--- config.mk ---
export PLATFORM = sky130hd
export DESIGN_NAME = joypad_ctrl
export DESIGN_NICKNAME = d
export VERILOG_FILES = /design/src/rtl/joypad_ctrl.sv
export SDC_FILE = /design/constraint.sdc
export NUM_CORES = 1
export LEC_CHECK = 0
export ABC_AREA = 1
export BUFFER_PORTS_ARGS = -buffer_cell sky130_fd_sc_hd__buf_2
export CAP_MARGIN = 15
export CORE_ASPECT_RATIO = 1.25
export CORE_MARGIN = 2
export CORE_UTILIZATION = 50
export CTS_CLUSTER_DIAMETER = 60
export DETAILED_ROUTE_END_ITERATION = 8
export GPL_TIMING_DRIVEN = 0
export PLACE_DENSITY = 0.78
export RECOVER_POWER = 25
export SLEW_MARGIN = 20
export SYNTH_ARGS = -nofsm -noshare
export SYNTH_HDL_FRONTEND = slang
export SYNTH_SLANG_ARGS = --single-unit
--- constraint.sdc ---
create_clock -name clk -period 8 [get_ports clk]
set_clock_uncertainty 0.05 [all_clocks]
set_input_delay 2.4 -clock clk [delete_from_list [all_inputs] [get_ports clk]]
set_output_delay 2.4 -clock clk [all_outputs]
set_load 0.01 [all_outputs]
--- src/rtl/joypad_ctrl.sv ---
// joypad_ctrl: NES $4016/$4017 responder modelling two 4021-style serial joypad registers.
// Defining JOYPAD_TURBO_EN adds the turbo_n buttons and a free-running turbo phase.
module joypad_ctrl #(
    parameter int unsigned DEBOUNCE_CYCLES = 1000,
    parameter int unsigned TURBO_DIV       = 4096
) (
    input  logic       clk,
    input  logic       rst,
    input  logic [7:0] pad0_n,
    input  logic [7:0] pad1_n,
`ifdef JOYPAD_TURBO_EN
    input  logic [3:0] turbo_n,
`endif
    input  logic [2:0] ctrl_strobe,
    input  logic [1:0] ctrl_rd,
    output logic [1:0] ctrl_data
);

`ifdef JOYPAD_TURBO_EN
    localparam int unsigned NB = 20;
`else
    localparam int unsigned NB = 16;
`endif
    localparam int unsigned CW = (DEBOUNCE_CYCLES > 1) ? $clog2(DEBOUNCE_CYCLES) : 1;

    logic [NB-1:0] raw_n;
    logic [NB-1:0] sync1_q;
    logic [NB-1:0] sync2_q;
    logic [NB-1:0] pressed;
    logic [NB-1:0] stable;
    logic [7:0]    load0;
    logic [7:0]    load1;
    logic [7:0]    sr0_q, sr0_d;
    logic [7:0]    sr1_q, sr1_d;
    logic [1:0]    rd_q;
    logic [1:0]    rd_rise;
    logic          unused_strobe_c;

`ifdef JOYPAD_TURBO_EN
    assign raw_n = {turbo_n, pad1_n, pad0_n};
`else
    assign raw_n = {pad1_n, pad0_n};
`endif

    // Two-flop synchroniser; released (1) out of reset.
    always_ff @(posedge clk or posedge rst) begin
        if (rst) begin
            sync1_q <= '1;
            sync2_q <= '1;
        end else begin
            sync1_q <= raw_n;
            sync2_q <= sync1_q;
        end
    end

    assign pressed = ~sync2_q;

    generate
        if (DEBOUNCE_CYCLES == 0) begin : g_bypass
            assign stable = pressed;
        end else begin : g_debounce
            logic [NB-1:0] stable_q, stable_d;
            logic [CW-1:0] cnt_q [NB];
            logic [CW-1:0] cnt_d [NB];

            // Per-bit counter of consecutive cycles the synced bit disagrees with stable.
            always_comb begin
                stable_d = stable_q;
                for (int i = 0; i < int'(NB); i++) begin
                    cnt_d[i] = '0;
                    if (pressed[i] != stable_q[i]) begin
                        if (cnt_q[i] == CW'(DEBOUNCE_CYCLES - 1)) begin
                            stable_d[i] = pressed[i];
                        end else begin
                            cnt_d[i] = cnt_q[i] + CW'(1);
                        end
                    end
                end
            end

            always_ff @(posedge clk or posedge rst) begin
                if (rst) begin
                    stable_q <= '0;
                    for (int i = 0; i < int'(NB); i++) begin
                        cnt_q[i] <= '0;
                    end
                end else begin
                    stable_q <= stable_d;
                    for (int i = 0; i < int'(NB); i++) begin
                        cnt_q[i] <= cnt_d[i];
                    end
                end
            end

            assign stable = stable_q;
        end
    endgenerate

`ifdef JOYPAD_TURBO_EN
    localparam int unsigned TW = (TURBO_DIV > 1) ? $clog2(TURBO_DIV) : 1;

    logic [TW-1:0] tcnt_q, tcnt_d;
    logic          phase_q, phase_d;

    always_comb begin
        tcnt_d  = tcnt_q + TW'(1);
        phase_d = phase_q;
        if (tcnt_q == TW'(TURBO_DIV - 1)) begin
            tcnt_d  = '0;
            phase_d = ~phase_q;
        end
    end

    always_ff @(posedge clk or posedge rst) begin
        if (rst) begin
            tcnt_q  <= '0;
            phase_q <= 1'b0;
        end else begin
            tcnt_q  <= tcnt_d;
            phase_q <= phase_d;
        end
    end

    // Turbo buttons OR the running phase into A/B.
    assign load0 = stable[7:0]  | {6'b0, stable[17:16] & {2{phase_q}}};
    assign load1 = stable[15:8] | {6'b0, stable[19:18] & {2{phase_q}}};
`else
    assign load0 = stable[7:0];
    assign load1 = stable[15:8];
`endif

    assign rd_rise         = ctrl_rd & ~rd_q;
    assign unused_strobe_c = ^ctrl_strobe[2:1];

    // Strobe loads both pads every cycle; otherwise each rd rising edge shifts a 1 in.
    always_comb begin
        sr0_d = sr0_q;
        sr1_d = sr1_q;
        if (ctrl_strobe[0]) begin
            sr0_d = load0;
            sr1_d = load1;
        end else begin
            if (rd_rise[0]) begin
                sr0_d = {1'b1, sr0_q[7:1]};
            end
            if (rd_rise[1]) begin
                sr1_d = {1'b1, sr1_q[7:1]};
            end
        end
    end

    always_ff @(posedge clk or posedge rst) begin
        if (rst) begin
            sr0_q <= 8'h00;
            sr1_q <= 8'h00;
            rd_q  <= 2'b00;
        end else begin
            sr0_q <= sr0_d;
            sr1_q <= sr1_d;
            rd_q  <= ctrl_rd;
        end
    end

    assign ctrl_data = {sr1_q[0], sr0_q[0]};

endmodule

# [Yosys cells after proc, flatten, opt, wreduce, memory -nomap -nowiden]
# Cells that the tools add are included.
[op_classes] n_shift=0 eq_ne=32 magnitude_cmp=0 reduce_logical=18 add_sub_neg=16 div=0 muxes=36 n_bitwise=3 mul=0
[op_table] cell="two-way mux 10 bit" count=32
[op_table] cell="adder 10 x 1 -> 10 bit (second input constant)" count=16
[op_table] cell="equality test 10 bit (second input constant)" count=16
[op_table] cell="two-way mux 8 bit" count=4
[op_table] cell="AND reduction 2 bit" count=16
[op_table] cell="inequality test 1 bit" count=16
[op_table] cell="NOT 16 bit" count=1
[op_table] cell="nonzero test 2 bit" count=2
[op_table] cell="AND 2 bit" count=1
[op_table] cell="NOT 2 bit" count=1
[word_totals] input_bits=23 reg_bits=226 word_cells=142 rom_bits=0 latchBits=0 ramBits=0 mem_count=0 out_inout_bits=2

# [Logic depth before layout (Yosys ltp)]
[logic_depth] depth_word=4 ltp_mapped=6 depth_no_buf=6

# [Least setup slack after synthesis]
# Ideal clock, no wire load.
[synth_path] path_type="input port to flip-flop" startpoint="in ctrl_strobe[0]" endpoint="reg sr0_q[7]" setup_ns=0.121 arrival_time_ns=2.898 path_buffers=1 required_ns=7.829 slack_ns=4.931 stages=4 path_cell_list="inv_2 -> o21ai_4 -> buf_6 -> o22a_1"
[synth_via] elab_chain_cells=1 word_cells_on_any_way=2 cone_classes="1 x mux; 1 x reduce/logical"
[synth_rtl] item="start, declared" line_no="14" rtl="input logic [2:0] ctrl_strobe,"
[synth_rtl] item="two-way mux 8 bit / nonzero test 2 bit (equally long branches)"
[synth_rtl] item="end signal, assigned" line_no="158" rtl="sr0_q <= sr0_d;"
[synth_rtl] item="end, declared" line_no="33" rtl="logic [7:0] sr0_q, sr0_d;"
# Several ways; a longest one is shown, not always the timed one.
# A chain may end at the register's enable or synchronous reset.

# [Worst setup path after layout]
[layout_path] startpoint="reg sr0_q[0]" endpoint="out ctrl_data[0]"
[layout_lines] item="end, declared" line_no="16" rtl="output logic [1:0] ctrl_data"
# No word-level cell between the ends.

==> results.md <==
- Max Fanout on Critical Path: 2
- DRT Pass-1 Iters: 5
- Number of synthesized register bits: 226
- Sequential area share after synthesis: 57.9%
- Layout cell share with drive strength beyond 1: 9.01%
- CTS buffer count: 23
- Final HPWL DP: 12.1 mm
- FF-to-FF Start: g_debounce.cnt_q[80]
- Largest net degree at the start of global routing: 36
- R2R depth: 6
- Final period utilization: 45.3%
- DP Cell Count: 1,401
- # H-tree levels: 1
- CTS clk-pin slew, worst paths: 0.06 ns
- Syn_nets: 1,145
- R2R Setup Slk: 6.50 ns
- Yosys cell types: 21
- Worst setup path startpoint: sr0_q[0]
- Dominant cells by area after synthesis: dfrtp_1, nor2_1, dfstp_2, nand2_1, nand3_1
- Top-count cell post-synth: nor2_1
- Worst Hold Class: flip-flop to flip-flop
- Peak supply drop: 0.160 mV
- Setup repair after global routing missed its margin: false
- Grt total ovfl: 0
- Final setup violation count: 0
- Final core occ: 58.1%
- Post-CTS Setup Inserts: 0
- Vias: 7,208
- Synthesized area per cell: 8.89 sq um
- Crit path DAT: 1.17 ns
- DRC violations left: 0
- Synth Warn #: 0
- Global-route wire length before repair: 31.2 mm
- Yosys top cell area share: 49.4%
- Critical Path RT: 5.55 ns
- Top cell type by total area after synthesis: dfrtp_1
- Post-synth top cells: nor2_1, nand2_1, dfrtp_1
- IO Count: 25
- Least-Margin Pin Slew: 0.387 ns
- RR Endpoint: g_debounce.cnt_q[85]
- Crit start category: flip-flop
- Top FF cell, synth: dfrtp_1
- GRT Util Overall: 17.8%
- Initial core utilization: 50.7%
- Placed Area: 10,500 sq um
- Routability-driven placement congestion ratio: 0.827
- Port bufs: 22
- Peak Freq: 0.276 GHz
- Total wire length: 17.2 mm
- Cell Rows: 57
- Pwr dens: 219 nW/um^2
- Cell Count, Final, Fillers Out: 1,442
- ANT cells: 0
- Number of synthesized flops with an enable pin: 0
- Syn Inst Count: 1,106
- Vias in the first global route: 7,230
- Slew HR: 74.0%
- Antenna violations before repair: 0
- Drt initial violations: 582
- Async SR Flop Fraction: 100%
- Sum of negative setup slack: 0 ns
- Cell Area, Synth: 9840 sq um
- Root buf cell: clkbuf_16
- P&R area growth vs syn: 14.6%
- CP Capture Type: output port
- Fin. max-slew vios: 0
- Post-route cell area: 11,300 sq um
- Lkg Pwr: 5.14 nW
- Core Area: 19,400 sq um
- CTS tree: built
- Critical path type: flip-flop to output port
- DIE AREA: 20,800 sq um
- Tmin final: 3.62 ns
- Max_cap viols: 0
- Die boundary width: 129 um
- Final Net Count: 1,200
- Number of hold buffers added after CTS: 0
- Critical Path End: ctrl_data[0]
- Clock tree buffer depth: 3
- CTS resizes: 0
- Vias per inst: 5.00
- Clk_lat worst skew: 0.50 ns
- Clock Sinks: 226
- Routed WL per cell: 11.9 um
- Status: complete, no violations
- Die Span Y: 161 um
- Number of nets with antenna violations after routing: 0
- Fin. Hold Viols: 0
-- report_power, final --
group	total, mW	switching (mW)	internal, mW
combinational	0.114	0.0705	0.0435
clock	1.15	0.426	0.721
sequential	1.21	0.0234	1.19
-- state kept, by name (all words and copies together), names as in the netlist --
register,count
g_debounce.stable_q,16
g_debounce.cnt_q,160
rd_q,2
sr1_q,8
sr0_q,8
sync2_q,16
sync1_q,16
-- layer usage --
layer	wire [um]	vias to the layer above	part of all wire (%)	GRT usage, %
met4	325	0	1.9	4.99
li1	-	3635	-	-
met3	563	31	3.3	2.27
met5	0	-	0	0
met1	7420	3433	43	22.1
met2	8910	109	52	32.4
-- logic make-up (layout without fill, tap and decap cells) --
group / after synthesis / in the layout / share of synthesized area [%]
buffers and inverters: 112 / 183 / 4.53
AO/OA/AOI/OAI: 82 / 82 / 4.68
XOR/XNOR: 66 / 66 / 5.88
AND/OR/NAND/NOR: 604 / 604 / 25.0
adder cells (fa/ha/maj): 16 / 16 / 2.04
flip-flops: 226 / 226 / 57.9
-- per-stage QoR --
step           hold slack, ns  total power [mW]  setup slack [ns]
2_1_floorplan           0.295              1.30              2.62
3_3_place_gp            0.296              1.33              1.37
3_5_place_dp            0.297              1.35              4.61
4_1_cts                 0.298              2.50              4.36
5_1_grt                 0.301              2.57              4.34
6_report                0.298              2.47              4.38
-- layout make-up --
class                           instances  area (sq um)
Buffer                                  6          47.5
Clock buffer                           34           687
Clock inverter                          7           138
Fill cell                            1640          8120
Inverter                              106           402
Multi-Input combinational cell        768          3700
Sequential cell                       226          5700
Tap cell                              265           332
Timing Repair Buffer                   30           278
-- cells in the final DEF (no fill, tap or decap), types with 4 or more instances in the layout --
cell	Yosys	final
a31oi_1	16	16
nand3_1	114	114
inv_1	105	104
clkbuf_8	0	7
clkbuf_16	0	23
dfrtp_1	194	194
o21ai_0	15	15
xnor2_1	26	26
ha_1	16	16
bufinv_16	0	4
nand2_1	203	203
dfstp_2	32	27
buf_12	0	7
nor2_1	253	253
a21oi_1	47	47
xor2_1	40	40
buf_2	2	24
clkbuf_1	0	4
nor3_1	30	30
dfstp_1	0	5
-- worst max-delay path: stages (launching register included) --
cell	delay (ns)
dfrtp_1	0.41
buf_4	0.14
buf_2	0.13
-- worst min path at each step --
| stage | depth (start not counted) | end | slack [ns] | start |
|---|---|---|---|---|
| finish | 0 | sync2_q[7] | 0.30 | sync1_q[7] |
| global route | 0 | sync2_q[7] | 0.30 | sync1_q[7] |
| CTS | 0 | sync2_q[7] | 0.30 | sync1_q[7] |
| detailed placement | 0 | sync2_q[2] | 0.30 | sync1_q[2] |
| global placement | 0 | sync2_q[4] | 0.30 | sync1_q[4] |
| floorplan | 0 | sync2_q[0] | 0.30 | sync1_q[0] |
Note: power is estimated with default switching activity, not from simulation.
